**config.mk**
```make
export PLATFORM = sky130hd
export DESIGN_NAME = timer_counter_cmp
export DESIGN_NICKNAME = d
export VERILOG_FILES = /design/src/rtl/timer_counter_cmp.sv
export SDC_FILE = /design/constraint.sdc
export NUM_CORES = 1
export LEC_CHECK = 0
export ABC_AREA = 0
export BUFFER_PORTS_ARGS = -buffer_cell sky130_fd_sc_hd__buf_4
export CELL_PAD_IN_SITES_DETAIL_PLACEMENT = 1
export CELL_PAD_IN_SITES_GLOBAL_PLACEMENT = 2
export CORE_MARGIN = 4
export CORE_UTILIZATION = 25
export DETAILED_ROUTE_END_ITERATION = 6
export PLACE_DENSITY = 0.77
export REMOVE_ABC_BUFFERS = 1
export SKIP_CTS_REPAIR_TIMING = 1
export SYNTH_ARGS = -nofsm -noshare
export SYNTH_HDL_FRONTEND = slang
export SYNTH_SLANG_ARGS = --single-unit
```
**constraint.sdc**
```tcl
create_clock -name sys_clk -period 2.7 [get_ports sys_clk]
set_input_delay 0.135 -clock sys_clk [delete_from_list [all_inputs] [get_ports sys_clk]]
set_output_delay 0.135 -clock sys_clk [all_outputs]
set_load 0.02 [all_outputs]
```
**src/rtl/timer_counter_cmp.sv**
```systemverilog
// timer_counter_cmp: prescaled timer with load/clear, compare channels, sticky flags, debug halt; define TIMER_AUTO_CLR_EN for periodic mode (channel 0 match wraps count)
module timer_counter_cmp #(
    parameter int CNT_WIDTH = 64,
    parameter int DIV_WIDTH = 8,
    parameter int NUM_CMP   = 2
) (
    input  logic                         sys_clk,
    input  logic                         sys_rst,
    input  logic                         timer_en,
    input  logic                         div_en,
    input  logic [DIV_WIDTH-1:0]         div_val,
    input  logic                         count_clr,
    input  logic                         count_ld,
    input  logic [CNT_WIDTH-1:0]         count_ld_val,
    input  logic [NUM_CMP*CNT_WIDTH-1:0] cmp_val,
    input  logic [NUM_CMP-1:0]           cmp_en,
    input  logic [NUM_CMP-1:0]           int_en,
    input  logic [NUM_CMP-1:0]           int_clr,
    input  logic                         ovf_clr,
    input  logic                         halt_req,
    output logic                         halt_ack,
    output logic [CNT_WIDTH-1:0]         count,
    output logic [NUM_CMP-1:0]           int_st,
    output logic                         ovf_st,
    output logic [NUM_CMP-1:0]           irq
);
    logic [DIV_WIDTH-1:0] div_cnt;
    logic [NUM_CMP-1:0]   match;
    logic                 run;
    logic                 tick;
    logic                 wrap;
    logic                 ovf_set;
    assign run  = timer_en & ~halt_ack;
    assign tick = run & (~div_en | (div_cnt >= div_val));
`ifdef TIMER_AUTO_CLR_EN
    assign wrap = tick & match[0];
`else
    assign wrap = 1'b0;
`endif
    assign ovf_set = tick & ~count_clr & ~count_ld & ~wrap & (&count);
    assign irq     = int_st & int_en;
    // per-channel compare against the registered count
    always_comb begin
        match = '0;
        for (int i = 0; i < NUM_CMP; i++)
            match[i] = cmp_en[i] & (count == cmp_val[i*CNT_WIDTH +: CNT_WIDTH]);
    end
    // prescaler: restarts whenever idle, bypassed, cleared or on its own tick
    always_ff @(posedge sys_clk) begin
        if (sys_rst)
            div_cnt <= '0;
        else
            div_cnt <= (~run | ~div_en | count_clr | tick) ? '0 : div_cnt + DIV_WIDTH'(1);
    end
    // counter, halt handshake and sticky flags (set beats clear)
    always_ff @(posedge sys_clk) begin
        if (sys_rst) begin
            count    <= '0;
            halt_ack <= 1'b0;
            int_st   <= '0;
            ovf_st   <= 1'b0;
        end else begin
            count    <= count_clr ? '0 :
                        count_ld  ? count_ld_val :
                        wrap      ? '0 :
                        tick      ? count + CNT_WIDTH'(1) : count;
            halt_ack <= halt_req;
            int_st   <= match | (int_st & ~int_clr);
            ovf_st   <= ovf_set | (ovf_st & ~ovf_clr);
        end
    end
endmodule

```
==> results list <==
- Root buffer selected by CTS: sky130_fd_sc_hd__clkbuf_16
- The worst setup path is of the flop to flop kind.
- Required time of the critical path: 2.92 ns
- The die is between 150 and 200 um tall.
- Library cell with the largest summed area after synthesis: sky130_fd_sc_hd__dfxtp_1
- In this run the mean area of a mapped cell was 7.72 sq um.
* Number of distinct library cell variants in the gate-level netlist after synthesis: 55
* Most common cell in the synthesized netlist: sky130_fd_sc_hd__xor2_1
- Summing all non-filler instances in the final layout gives an area of roughly 9400 sq um.
- CP max FO: 7
- The number of hold violations in the final report came to 0.
* Core ar.: approximately 24000 sq um
* Growth of design area from synthesis to finish: 52.3%
- The first global-routing pass estimated 48300 um of wire.
- After detailed routing, the average wire length per cell comes to roughly 23 um.
- Cell row count: 57
- Power density of the placed cells: 375 nW/um^2
- Critical path endpoint category: flop
- Counting flops and latches in the post-synthesis netlist gives between 70 and 80.
- Core occupancy in the finished layout: about two fifths
- The completed layout was analyzed and its total power is approximately 3.5 mW.
* Setup repair after global routing missed its margin: no
- Clock slew at reported path FFs: around 0.060 ns
- By area the synthesized netlist is led by sky130_fd_sc_hd__dfxtp_1 25%, sky130_fd_sc_hd__xor2_1 13%, sky130_fd_sc_hd__xnor2_1 11%, sky130_fd_sc_hd__o21ai_0 5.0%, sky130_fd_sc_hd__a21oi_1 4.7%.
- CTS HTree Levels: 3
- TritonCTS Sinks: 76
* Slowest cell on the critical path: sky130_fd_sc_hd__nor4_4
* Fraction of synthesized cell area taken by the top area cell type: ~25%
* Initial DRT Pass Iterations: 5
- The clock reaches the later pin of the worst-skew pair after ~0.35 ns.
* Boundary Pins: approximately 280
* RePlAce Congestion: 0.942
- The detail route stage leaves a number of antenna-violating nets equal to 0.
- In this run the tightest slew margin relative to its limit is 54.2%.
- Final clock period utilization by the worst path: slightly above 90%
* Kind of path behind the tightest hold check: input pin to flop
- STA puts the critical path data arrival time at around 2.7 ns.
- Cells with a size suffix above 1 make up 36.9% of the layout.
* Overall fraction of global-route tracks in use: about a quarter
* Post-synthesis instance area: 6180 sq um
* Total vias in the final route: 7273
- The number of antenna violations at the first check in global routing is 3.
- Tightest Pin Transition: 0.688 ns
- The longest clock path from root to sink contains 2 buffers.
- Sequential elements use 24.6% of the synthesized area.
- Dividing the detail-routed via count by the number of cells gives 5.05.
* Net total in the final layout: between 1k and 1.5k
- Outcome: finished clean
* GR Util met1: 31.1%
- After detailed routing, the total wire length is approximately 34000 um.
- The worst path in the final design needs a cycle of between 2 and 2.5 ns, including I/O delays and setup.
- The number of pins exceeding their max-slew limit in the final report is 0.
- Violation count after the first detailed-routing iteration: 453
- After legalization and detailed placement, the total HPWL measured roughly 28000 um.
- The largest single stage delay on the critical path is slightly below 0.6 ns.
- Largest net degree at the start of global routing: 79
- Met2 Resource Use GR: approximately 41%
* Initial Utilization: between 20% and 30%
- Setup violations remaining at the end of the flow were counted as 0.
- Cell count after synthesis: approximately 800
- IR analysis of the VDD net gives a maximum drop of 0.000268 V.
- The analysis attributes to cell leakage a power of 3.91 nW.
- Total grt overflow: 0
- # port buffers: about 280
* Launching element type of the critical path: flop
- Number of synthesized flops with an enable pin: 0
- DP Area: just over 9000 sq um
* Most used standard cells in the synthesized netlist: 89 x sky130_fd_sc_hd__xor2_1, 77 x sky130_fd_sc_hd__xnor2_1, 76 x sky130_fd_sc_hd__dfxtp_1, 62 x sky130_fd_sc_hd__o21ai_0, 58 x sky130_fd_sc_hd__a21oi_1
- Between clock sinks in the finished design, the worst skew comes to 0.00541 ns.
- In this run the horizontal extent of the chip is ~170 um.
- Crit-path most repeated cell: sky130_fd_sc_hd__nand4_1
* CP cell instances: nand4_1 > nor4_4 > nand4_1 > buf_4 > nor3_1 > xnor2_1 > a21oi_1
- DRC viols: 0
- For this run, the number of Yosys warnings is 0.
- Async set-or-reset flop fraction in the synthesized netlist: 0%
* TritonCTS clock tree: built
- The floorplan step defined a die boundary enclosing approximately 27000 sq um.
* Main synth FF type: sky130_fd_sc_hd__dfxtp_1
- After global routing, the most crowded layer is met2.
* Clock buffer count from CTS: 9
- M3 GR Usage: around 4.7%
- Max-cap violations in this run came to 0.
- Fmax achieved: approximately 400 MHz
- The number of global-route vias before repair was between 7k and 8k.
## path summary, 6_finish.rpt
check | from | to | slack [ns] | cells past startpoint
hold / removal | halt_req | halt_ack$_SDFF_PP0_ | 0.01 | 2
hold reg to reg | ovf_st$_SDFF_PP0_ | ovf_st$_SDFF_PP0_ | 0.48 | 2
setup / recovery | count[1]$_SDFFE_PP0P_ | count[59]$_SDFFE_PP0P_ | 0.25 | 7
setup reg to reg | count[1]$_SDFFE_PP0P_ | count[59]$_SDFFE_PP0P_ | 0.25 | 7
## stage by stage
step / hold slack [ns] / instances / setup TNS, ns / setup WS, ns
5_1_grt: 0.0324 / 1439 / 0 / 0.0339
4_1_cts: -0.00142 / 1437 / 0 / 0.170
6_report: 0.0106 / 1439 / 0 / 0.245
3_5_place_dp: 0.362 / 1421 / 0 / 0.192
2_1_floorplan: 0.204 / 730 / -39.90 / -0.635
3_3_place_gp: 0.353 / 1421 / 0 / 0.233
## power breakdown
| part | leakage, nW | switching, mW | internal, mW |
|---|---|---|---|
| clock network | 0.169 | 0.529 | 0.883 |
| logic | 3.12 | 0.451 | 0.444 |
| registers | 0.621 | 0.0587 | 1.16 |
| total | 3.91 | 1.04 | 2.49 |
## cell type report
type | instances | area [sq um]
inverter | 37 | 139
fill | 2977 | 14900
antenna | 2 | 5.00
multi-input combinational | 617 | 4230
clock buffer | 12 | 267
sequential | 76 | 1520
timing repair buffer | 367 | 2780
tap | 324 | 405
clock inverter | 4 | 70.1
## critical path: cells and delay by family, from the launching register on
family          cells  cell delay, ns
compound gates      1            0.08
xor+xnor            1            0.15
simple gates        4            1.38
flops               1            0.50
buf+inv             1            0.21
## registers in the layout (all words and copies together) (netlist names)
signal / count
halt_ack: 1
int_st: 2
div_cnt: 8
ovf_st: 1
count: 64
## layout by cell type (no fill, tap or decap), types with 3 or more instances in the layout
cell type,netlist,routed
sky130_fd_sc_hd__a2111oi_0,4,4
sky130_fd_sc_hd__a211oi_1,4,4
sky130_fd_sc_hd__a21oi_1,58,58
sky130_fd_sc_hd__a22o_1,3,3
sky130_fd_sc_hd__and3_1,7,7
sky130_fd_sc_hd__and4_1,8,8
sky130_fd_sc_hd__buf_4,1,365
sky130_fd_sc_hd__clkbuf_16,0,9
sky130_fd_sc_hd__clkbuf_8,0,3
sky130_fd_sc_hd__dfxtp_1,76,76
sky130_fd_sc_hd__ha_1,10,10
sky130_fd_sc_hd__inv_1,37,36
sky130_fd_sc_hd__nand2_1,31,31
sky130_fd_sc_hd__nand2b_1,15,15
sky130_fd_sc_hd__nand3_1,38,38
sky130_fd_sc_hd__nand4_1,32,32
sky130_fd_sc_hd__nor2_1,32,31
sky130_fd_sc_hd__nor2b_1,5,5
sky130_fd_sc_hd__nor3_1,39,39
sky130_fd_sc_hd__nor4_1,43,43
sky130_fd_sc_hd__nor4_2,8,8
sky130_fd_sc_hd__nor4b_2,4,4
sky130_fd_sc_hd__o2111ai_1,5,5
sky130_fd_sc_hd__o21ai_0,62,62
sky130_fd_sc_hd__o22ai_1,8,8
sky130_fd_sc_hd__xnor2_1,77,77
sky130_fd_sc_hd__xor2_1,89,89
## kinds of logic (layout without fill, tap and decap cells)
| logic type | count (synthesis) | in the layout | share of synthesized area, % |
|---|---|---|---|
| AND/OR/NAND/NOR | 282 | 282 | 27.8 |
| AO/OA/AOI/OAI | 158 | 158 | 14.7 |
| buffers and inverters | 108 | 420 | 7.18 |
| XOR/XNOR | 166 | 166 | 23.5 |
| multiplexers | 1 | 1 | 0.162 |
| other | 0 | 2 | 0 |
| flip-flops | 76 | 76 | 24.6 |
| adder cells (fa/ha/maj) | 10 | 10 | 2.02 |
## layer usage
metal  wire length [um]  share of wire, %
met5                 11             0.033
met2              16400                49
met1              14500                43
met3               2210               6.6
met4                478               1.4
Note: power is estimated with default switching activity, not from simulation.
